==> src/rtl/bids22_pkg.sv <==
// bids22_pkg: opcodes, winner codes, host states and constants shared by the
// auction-engine host sequencer.
package bids22_pkg;

    localparam logic [31:0] UNLOCK_KEY = 32'h0F0F0F0F;
    localparam int          DRAIN_MAX  = 1024;

    typedef enum logic [3:0] {
        NoOp       = 4'd0,
        Unlock     = 4'd1,
        Lock       = 4'd2,
        LoadX      = 4'd3,
        LoadY      = 4'd4,
        LoadZ      = 4'd5,
        SetXYZmask = 4'd6,
        SetTimer   = 4'd7,
        BidCharge  = 4'd8
    } op_e;

    typedef enum logic [1:0] {
        WIN_NONE = 2'd0,
        WIN_X    = 2'd1,
        WIN_Y    = 2'd2,
        WIN_Z    = 2'd3
    } winner_e;

    typedef enum logic [3:0] {
        S_IDLE,
        S_WAITRDY,
        S_UNLOCK,
        S_LOADX,
        S_LOADY,
        S_LOADZ,
        S_MASK,
        S_TIMER,
        S_COST,
        S_LOCK,
        S_CHECK,
        S_RUN,
        S_DRAIN,
        S_REPORT
    } host_state_e;

    // Several engine flags may be set at once; X outranks Y outranks Z.
    function automatic winner_e pick_winner(input logic x, input logic y, input logic z);
        return x ? WIN_X : y ? WIN_Y : z ? WIN_Z : WIN_NONE;
    endfunction

endpackage

==> src/rtl/bids22_host.sv <==
// bids22_host: accepts one round request, programs the auction engine with the
// unlock/load/lock command sequence, runs the round and reports the result.
module bids22_host
    import bids22_pkg::*;
#(
    parameter int DRAIN_MAX = bids22_pkg::DRAIN_MAX
) (
    input  logic        clk,
    input  logic        reset_n,
    input  logic        cfg_valid,
    output logic        cfg_ready,
    input  logic [31:0] cfg_xval,
    input  logic [31:0] cfg_yval,
    input  logic [31:0] cfg_zval,
    input  logic [2:0]  cfg_mask,
    input  logic [31:0] cfg_timer,
    input  logic [31:0] cfg_cost,
    input  logic [15:0] cfg_round_len,
    output logic [31:0] C_data,
    output logic [3:0]  C_op,
    output logic        C_start,
    input  logic        ready,
    input  logic [1:0]  err,
    input  logic        roundOver,
    input  logic [31:0] maxBid,
    input  logic        X_win,
    input  logic        Y_win,
    input  logic        Z_win,
    output logic        res_valid,
    output logic [31:0] res_maxBid,
    output logic [1:0]  res_winner,
    output logic [1:0]  res_err,
    output logic        res_timeout
);

    localparam logic [31:0] DRAIN_LIM = 32'(DRAIN_MAX);

    host_state_e state;
    logic [31:0] cnt;
    logic [31:0] xval, yval, zval, timer, cost;
    logic [2:0]  mask;
    logic [15:0] round_len;
    logic [31:0] run_len;
    logic        err_hit;

    assign run_len = (round_len == 16'd0) ? 32'd1 : {16'd0, round_len};
    // "Already unlocked" is the only tolerated engine complaint, and only as the Unlock response.
    assign err_hit = (state >= S_LOADX) && (state <= S_CHECK) && (err != 2'b00)
                   && !((state == S_LOADX) && (err == 2'b10));

    always_ff @(posedge clk or negedge reset_n) begin
        if (!reset_n) begin
            state       <= S_IDLE;
            cnt         <= 32'd0;
            cfg_ready   <= 1'b0;
            C_op        <= NoOp;
            C_data      <= 32'd0;
            C_start     <= 1'b0;
            res_valid   <= 1'b0;
            res_maxBid  <= 32'd0;
            res_winner  <= WIN_NONE;
            res_err     <= 2'b00;
            res_timeout <= 1'b0;
            xval        <= 32'd0;
            yval        <= 32'd0;
            zval        <= 32'd0;
            timer       <= 32'd0;
            cost        <= 32'd0;
            mask        <= 3'd0;
            round_len   <= 16'd0;
        end else begin
            res_valid <= 1'b0;
            if (err_hit) begin
                res_err   <= err;
                res_valid <= 1'b1;
                C_op      <= NoOp;
                C_data    <= 32'd0;
                state     <= S_REPORT;
            end else begin
                case (state)
                    S_IDLE: begin
                        if (cfg_valid && cfg_ready) begin
                            xval        <= cfg_xval;
                            yval        <= cfg_yval;
                            zval        <= cfg_zval;
                            mask        <= cfg_mask;
                            timer       <= cfg_timer;
                            cost        <= cfg_cost;
                            round_len   <= cfg_round_len;
                            res_maxBid  <= 32'd0;
                            res_winner  <= WIN_NONE;
                            res_err     <= 2'b00;
                            res_timeout <= 1'b0;
                            cfg_ready   <= 1'b0;
                            state       <= S_WAITRDY;
                        end else begin
                            cfg_ready <= 1'b1;
                        end
                    end
                    S_WAITRDY: begin
                        if (ready) begin
                            C_op   <= Unlock;
                            C_data <= UNLOCK_KEY;
                            state  <= S_UNLOCK;
                        end
                    end
                    S_UNLOCK: begin C_op <= LoadX;      C_data <= xval;           state <= S_LOADX; end
                    S_LOADX:  begin C_op <= LoadY;      C_data <= yval;           state <= S_LOADY; end
                    S_LOADY:  begin C_op <= LoadZ;      C_data <= zval;           state <= S_LOADZ; end
                    S_LOADZ:  begin C_op <= SetXYZmask; C_data <= {29'd0, mask};  state <= S_MASK;  end
                    S_MASK:   begin C_op <= SetTimer;   C_data <= timer;          state <= S_TIMER; end
                    S_TIMER:  begin C_op <= BidCharge;  C_data <= cost;           state <= S_COST;  end
                    S_COST:   begin C_op <= Lock;       C_data <= UNLOCK_KEY;     state <= S_LOCK;  end
                    S_LOCK:   begin C_op <= NoOp;       C_data <= 32'd0;          state <= S_CHECK; end
                    S_CHECK: begin
                        C_start <= 1'b1;
                        cnt     <= 32'd1;
                        state   <= S_RUN;
                    end
                    S_RUN: begin
                        if (cnt >= run_len) begin
                            C_start <= 1'b0;
                            cnt     <= 32'd1;
                            state   <= S_DRAIN;
                        end else begin
                            cnt <= cnt + 32'd1;
                        end
                    end
                    S_DRAIN: begin
                        if (roundOver) begin
                            res_maxBid <= maxBid;
                            res_winner <= pick_winner(X_win, Y_win, Z_win);
                            res_valid  <= 1'b1;
                            state      <= S_REPORT;
                        end else if (cnt == DRAIN_LIM) begin
                            res_timeout <= 1'b1;
                            res_winner  <= WIN_NONE;
                            res_maxBid  <= 32'd0;
                            res_valid   <= 1'b1;
                            state       <= S_REPORT;
                        end else if (cnt != 32'hFFFF_FFFF) begin
                            cnt <= cnt + 32'd1;
                        end
                    end
                    S_REPORT: begin
                        cfg_ready <= 1'b1;
                        state     <= S_IDLE;
                    end
                    default: state <= S_IDLE;
                endcase
            end
        end
    end

endmodule

==> config.mk <==
export PLATFORM = sky130hd
export DESIGN_NAME = bids22_host
export DESIGN_NICKNAME = d
export VERILOG_FILES = /design/src/rtl/bids22_pkg.sv /design/src/rtl/bids22_host.sv
export SDC_FILE = /design/constraint.sdc
export NUM_CORES = 1
export LEC_CHECK = 0
export BUFFER_PORTS_ARGS = -buffer_cell sky130_fd_sc_hd__clkbuf_2
export CORE_ASPECT_RATIO = 0.9
export CORE_MARGIN = 2
export CORE_UTILIZATION = 59
export DETAILED_ROUTE_END_ITERATION = 8
export PLACE_DENSITY = 0.9
export SLEW_MARGIN = 20
export SYNTH_ARGS = -nofsm -noshare
export SYNTH_HDL_FRONTEND = slang
export SYNTH_SLANG_ARGS = --single-unit
==> constraint.sdc <==
create_clock -name clk -period 4.55 [get_ports clk]
set_input_delay 0.455 -clock clk [delete_from_list [all_inputs] [get_ports clk]]
set_output_delay 0.455 -clock clk [all_outputs]
set_load 0.005 [all_outputs]
==> results.py <==
metrics = {
    "sta": {
        "fin_setup_tns_ps": 0,
        "layout_setup_ws_ps": 1303,
        "hold_ws_ps": 100.9,
        "period_needed_ps": 3247,
        "clock_skew_ps": 12.20,
        "fmax_ghz": 0.3080,
        "tightest_slew_ps": 1097,
        "fin_crit_sh_pct": 71.35,
        "slew_headroom_pct": 26.16,
        "slew_viol_final": 0,
        "setup_viol": 0,
        "rsz0062_at_grt": "false",
        "hold_viol": 0,
    },
    "cells_and_area": {
        "syn2layout_area_growth_pct": 20.59,
        "postLayoutCoreUtil_pct": 71.89,
        "finalNonFillerCells": 2046,
        "layout.nets": 1965,
        "drive_gt1_share_pct": 22.81,
        "final_cell_area_um2": 16040,
    },
    "global_route": {
        "grt_pass1_wl_mm": 60.22,
        "grt_overflow": 0,
        "first_global_vias": 11800,
        "grt_max_degree": 195,
        "track_usage_pct": 31.79,
        "grt_antenna_before_repair": 2,
    },
    "yosys": {
        "synth_ff_type": "dfrtp_1",
        "synth_seq_area_share_pct": 54.74,
        "synth_area_um2": 13300,
        "yosysTopAreaCellShare_pct": 54.74,
        "synth.distinct_cells": 63,
        "netlist_instances": 1476,
        "yosys-top-cells-area": "dfrtp_1, nand2_1, a22o_1",
        "ys_async_sr_fraction_pct": 100.0,
        "yosysTopAreaCell": "dfrtp_1",
        "yosys-top-cells-count": "nand2_1, dfrtp_1, clkbuf_1",
        "syn_area_per_cell_um2": 9.014,
        "ys_ff_latch": 291,
        "synth_nets": 1715,
        "synth_edf_count": 0,
        "synth.most_common_cell": "nand2_1",
        "ys.warnings.count": 0,
    },
    "floorplanning": {
        "die-area_um2": 23770,
        "die_x_um": 162.3,
        "rows": 52,
        "die_h_um": 146.5,
        "core_area_um2": 22320,
        "floorplan.initialDensity_pct": 59.62,
        "num_io_pins": 297,
    },
    "setup_path": {
        "startpoint_type": "flop",
        "r2r_cells": 6,
        "arrival_ps": 3710,
        "reg2reg_from": "state[1]",
        "crit_required_ps": 5020,
        "critPathKind": "reg -> reg",
        "r2r_end": "C_start",
        "cp-end-kind": "flop",
        "crit_fanout": 48,
        "ff2ff_setup_slack_ps": 1300,
    },
    "placement": {
        "place_ws_ps": 1384,
        "gp_congestion": 0.8808,
        "dpl.cell_count": 1991,
        "portBuffers": 296,
        "placed_area_um2": 14970,
        "post-dp-hpwl_mm": 25.60,
    },
    "power_and_ir_drop": {
        "pwr-share-clk_pct": 26.0,
        "pwr-share-seq_pct": 43.3,
        "swShare_pct": 35.92,
        "switching_power_mw": 3.608,
        "ir_worst_vdd_uv": 317.5,
        "power_frac_comb_pct": 30.6,
        "intPower_mw": 6.437,
        "p_total_mw": 10.04,
        "p_per_area_nw_per_um2": 626.1,
        "p_leak_nw": 8.272,
    },
    "clock_tree": {
        "cts_buffers": 29,
        "root_buffer": "clkbuf_16",
        "clk_pin_slew_ps": 70,
        "post_cts_buffers": 0,
        "cts.sinks": 291,
        "ctsHoldBuffers": 1,
        "htreeDepth": 1,
        "clk_latency_ps": 540,
        "cts_resized": 0,
        "cts_tree": "built",
        "cts_max_path_buffers": 3,
    },
    "detailed_routing": {
        "finalWirelength_mm": 37.77,
        "drc_errors": 0,
        "vias": 12120,
        "vias_per_cell": 5.924,
        "wl_per_cell_um": 18.46,
        "final_antenna_net_count": 0,
        "first_iter_violations": 1285,
        "drtPass1Iterations": 8,
    },
    "run_status": {
        "status": "finished, final reports clean",
    },
    "min_path": {
        "hold_start": "cfg_zval[12]",
        "hp-class": "in -> reg",
        "min_path_cells": 3,
        "whs_endpoint": "zval[12]",
    },
    "run": {
        "drv_cap": 0,
    },
}
[state kept, by name, summed over array words and instances, names as in the netlist, 2 cells and up]
name	count
cnt	32
C_op	4
yval	32
C_data	32
timer	32
res_winner	2
xval	32
cost	32
state	4
zval	32
res_maxBid	32
round_len	16
res_err	2
mask	3
[routing by layer]
| metal | vias to the layer above | global-route usage (%) | wire length [um] |
|---|---|---|---|
| li1 | 5559 | - | - |
| met1 | 5794 | 41.59 | 14970 |
| met2 | 644 | 52.21 | 17800 |
| met3 | 123 | 5.540 | 3180 |
| met4 | 0 | 14.56 | 1824 |
| met5 | - | 0 | 0 |
[power by group through the flow]
stage               Clock, mW  Sequential [mW]  Combinational (mW)
floorplan                   0             4.09                2.06
global placement            0             4.29                2.88
detailed placement          0             4.35                3.01
CTS                      2.64             4.32                3.07
global route             2.75             4.46                3.45
finish                   2.61             4.35                3.08
[worst max-delay path by stage]
stage / from / end / slack, ps / cells after the start
floorplan: round_len[8] / cnt[11] / 1920 / 11
global placement: state[1] / C_start / 1490 / 6
detailed placement: state[1] / C_start / 1380 / 6
CTS: state[1] / C_start / 1360 / 6
global route: state[1] / C_start / 1050 / 6
finish: state[1] / C_start / 1300 / 6
[layout make-up]
type                    count  area, um2
fillers                  1649       6274
well taps                 297      371.6
clock inverters            11      209.0
inverters                  26      97.59
clock buffers              39      843.3
repair buffers            316       1669
multi-input cells        1062       5559
diodes                      4      10.01
flip-flops and latches    291       7283
[worst max-delay path, stage by stage, from the launching register on]
cell and delay [ps]:
dfrtp_2 900, inv_1 210, nor2_1 490, nand3_4 290, nor2b_2 720, buf_4 370
a2bb2oi_1 170
[layout by cell type, fill, tap and decap left out, types with 14 or more instances in the layout]
| cell type | count |
|---|---|
| a21oi_1 | 39 |
| a222oi_1 | 19 |
| a22o_1 | 51 |
| a22oi_1 | 42 |
| buf_4 | 17 |
| clkbuf_16 | 29 |
| clkbuf_2 | 295 |
| dfrtp_1 | 290 |
| ha_1 | 18 |
| inv_1 | 26 |
| nand2_1 | 580 |
| nand3_1 | 19 |
| nand4_1 | 20 |
| nor2_1 | 38 |
| o21ai_0 | 73 |
| o31ai_1 | 14 |
| xnor2_1 | 16 |
[kinds of logic after synthesis]
logic type | Yosys count | share of synthesized area [%]
xor+xnor | 16 | 1.053
fa+ha+maj | 18 | 1.693
simple gates | 730 | 22.98
mux | 2 | 0.1505
buf+inv | 123 | 3.771
flops | 291 | 54.74
compound gates | 296 | 15.62
Power figures use the tool's default switching activity.
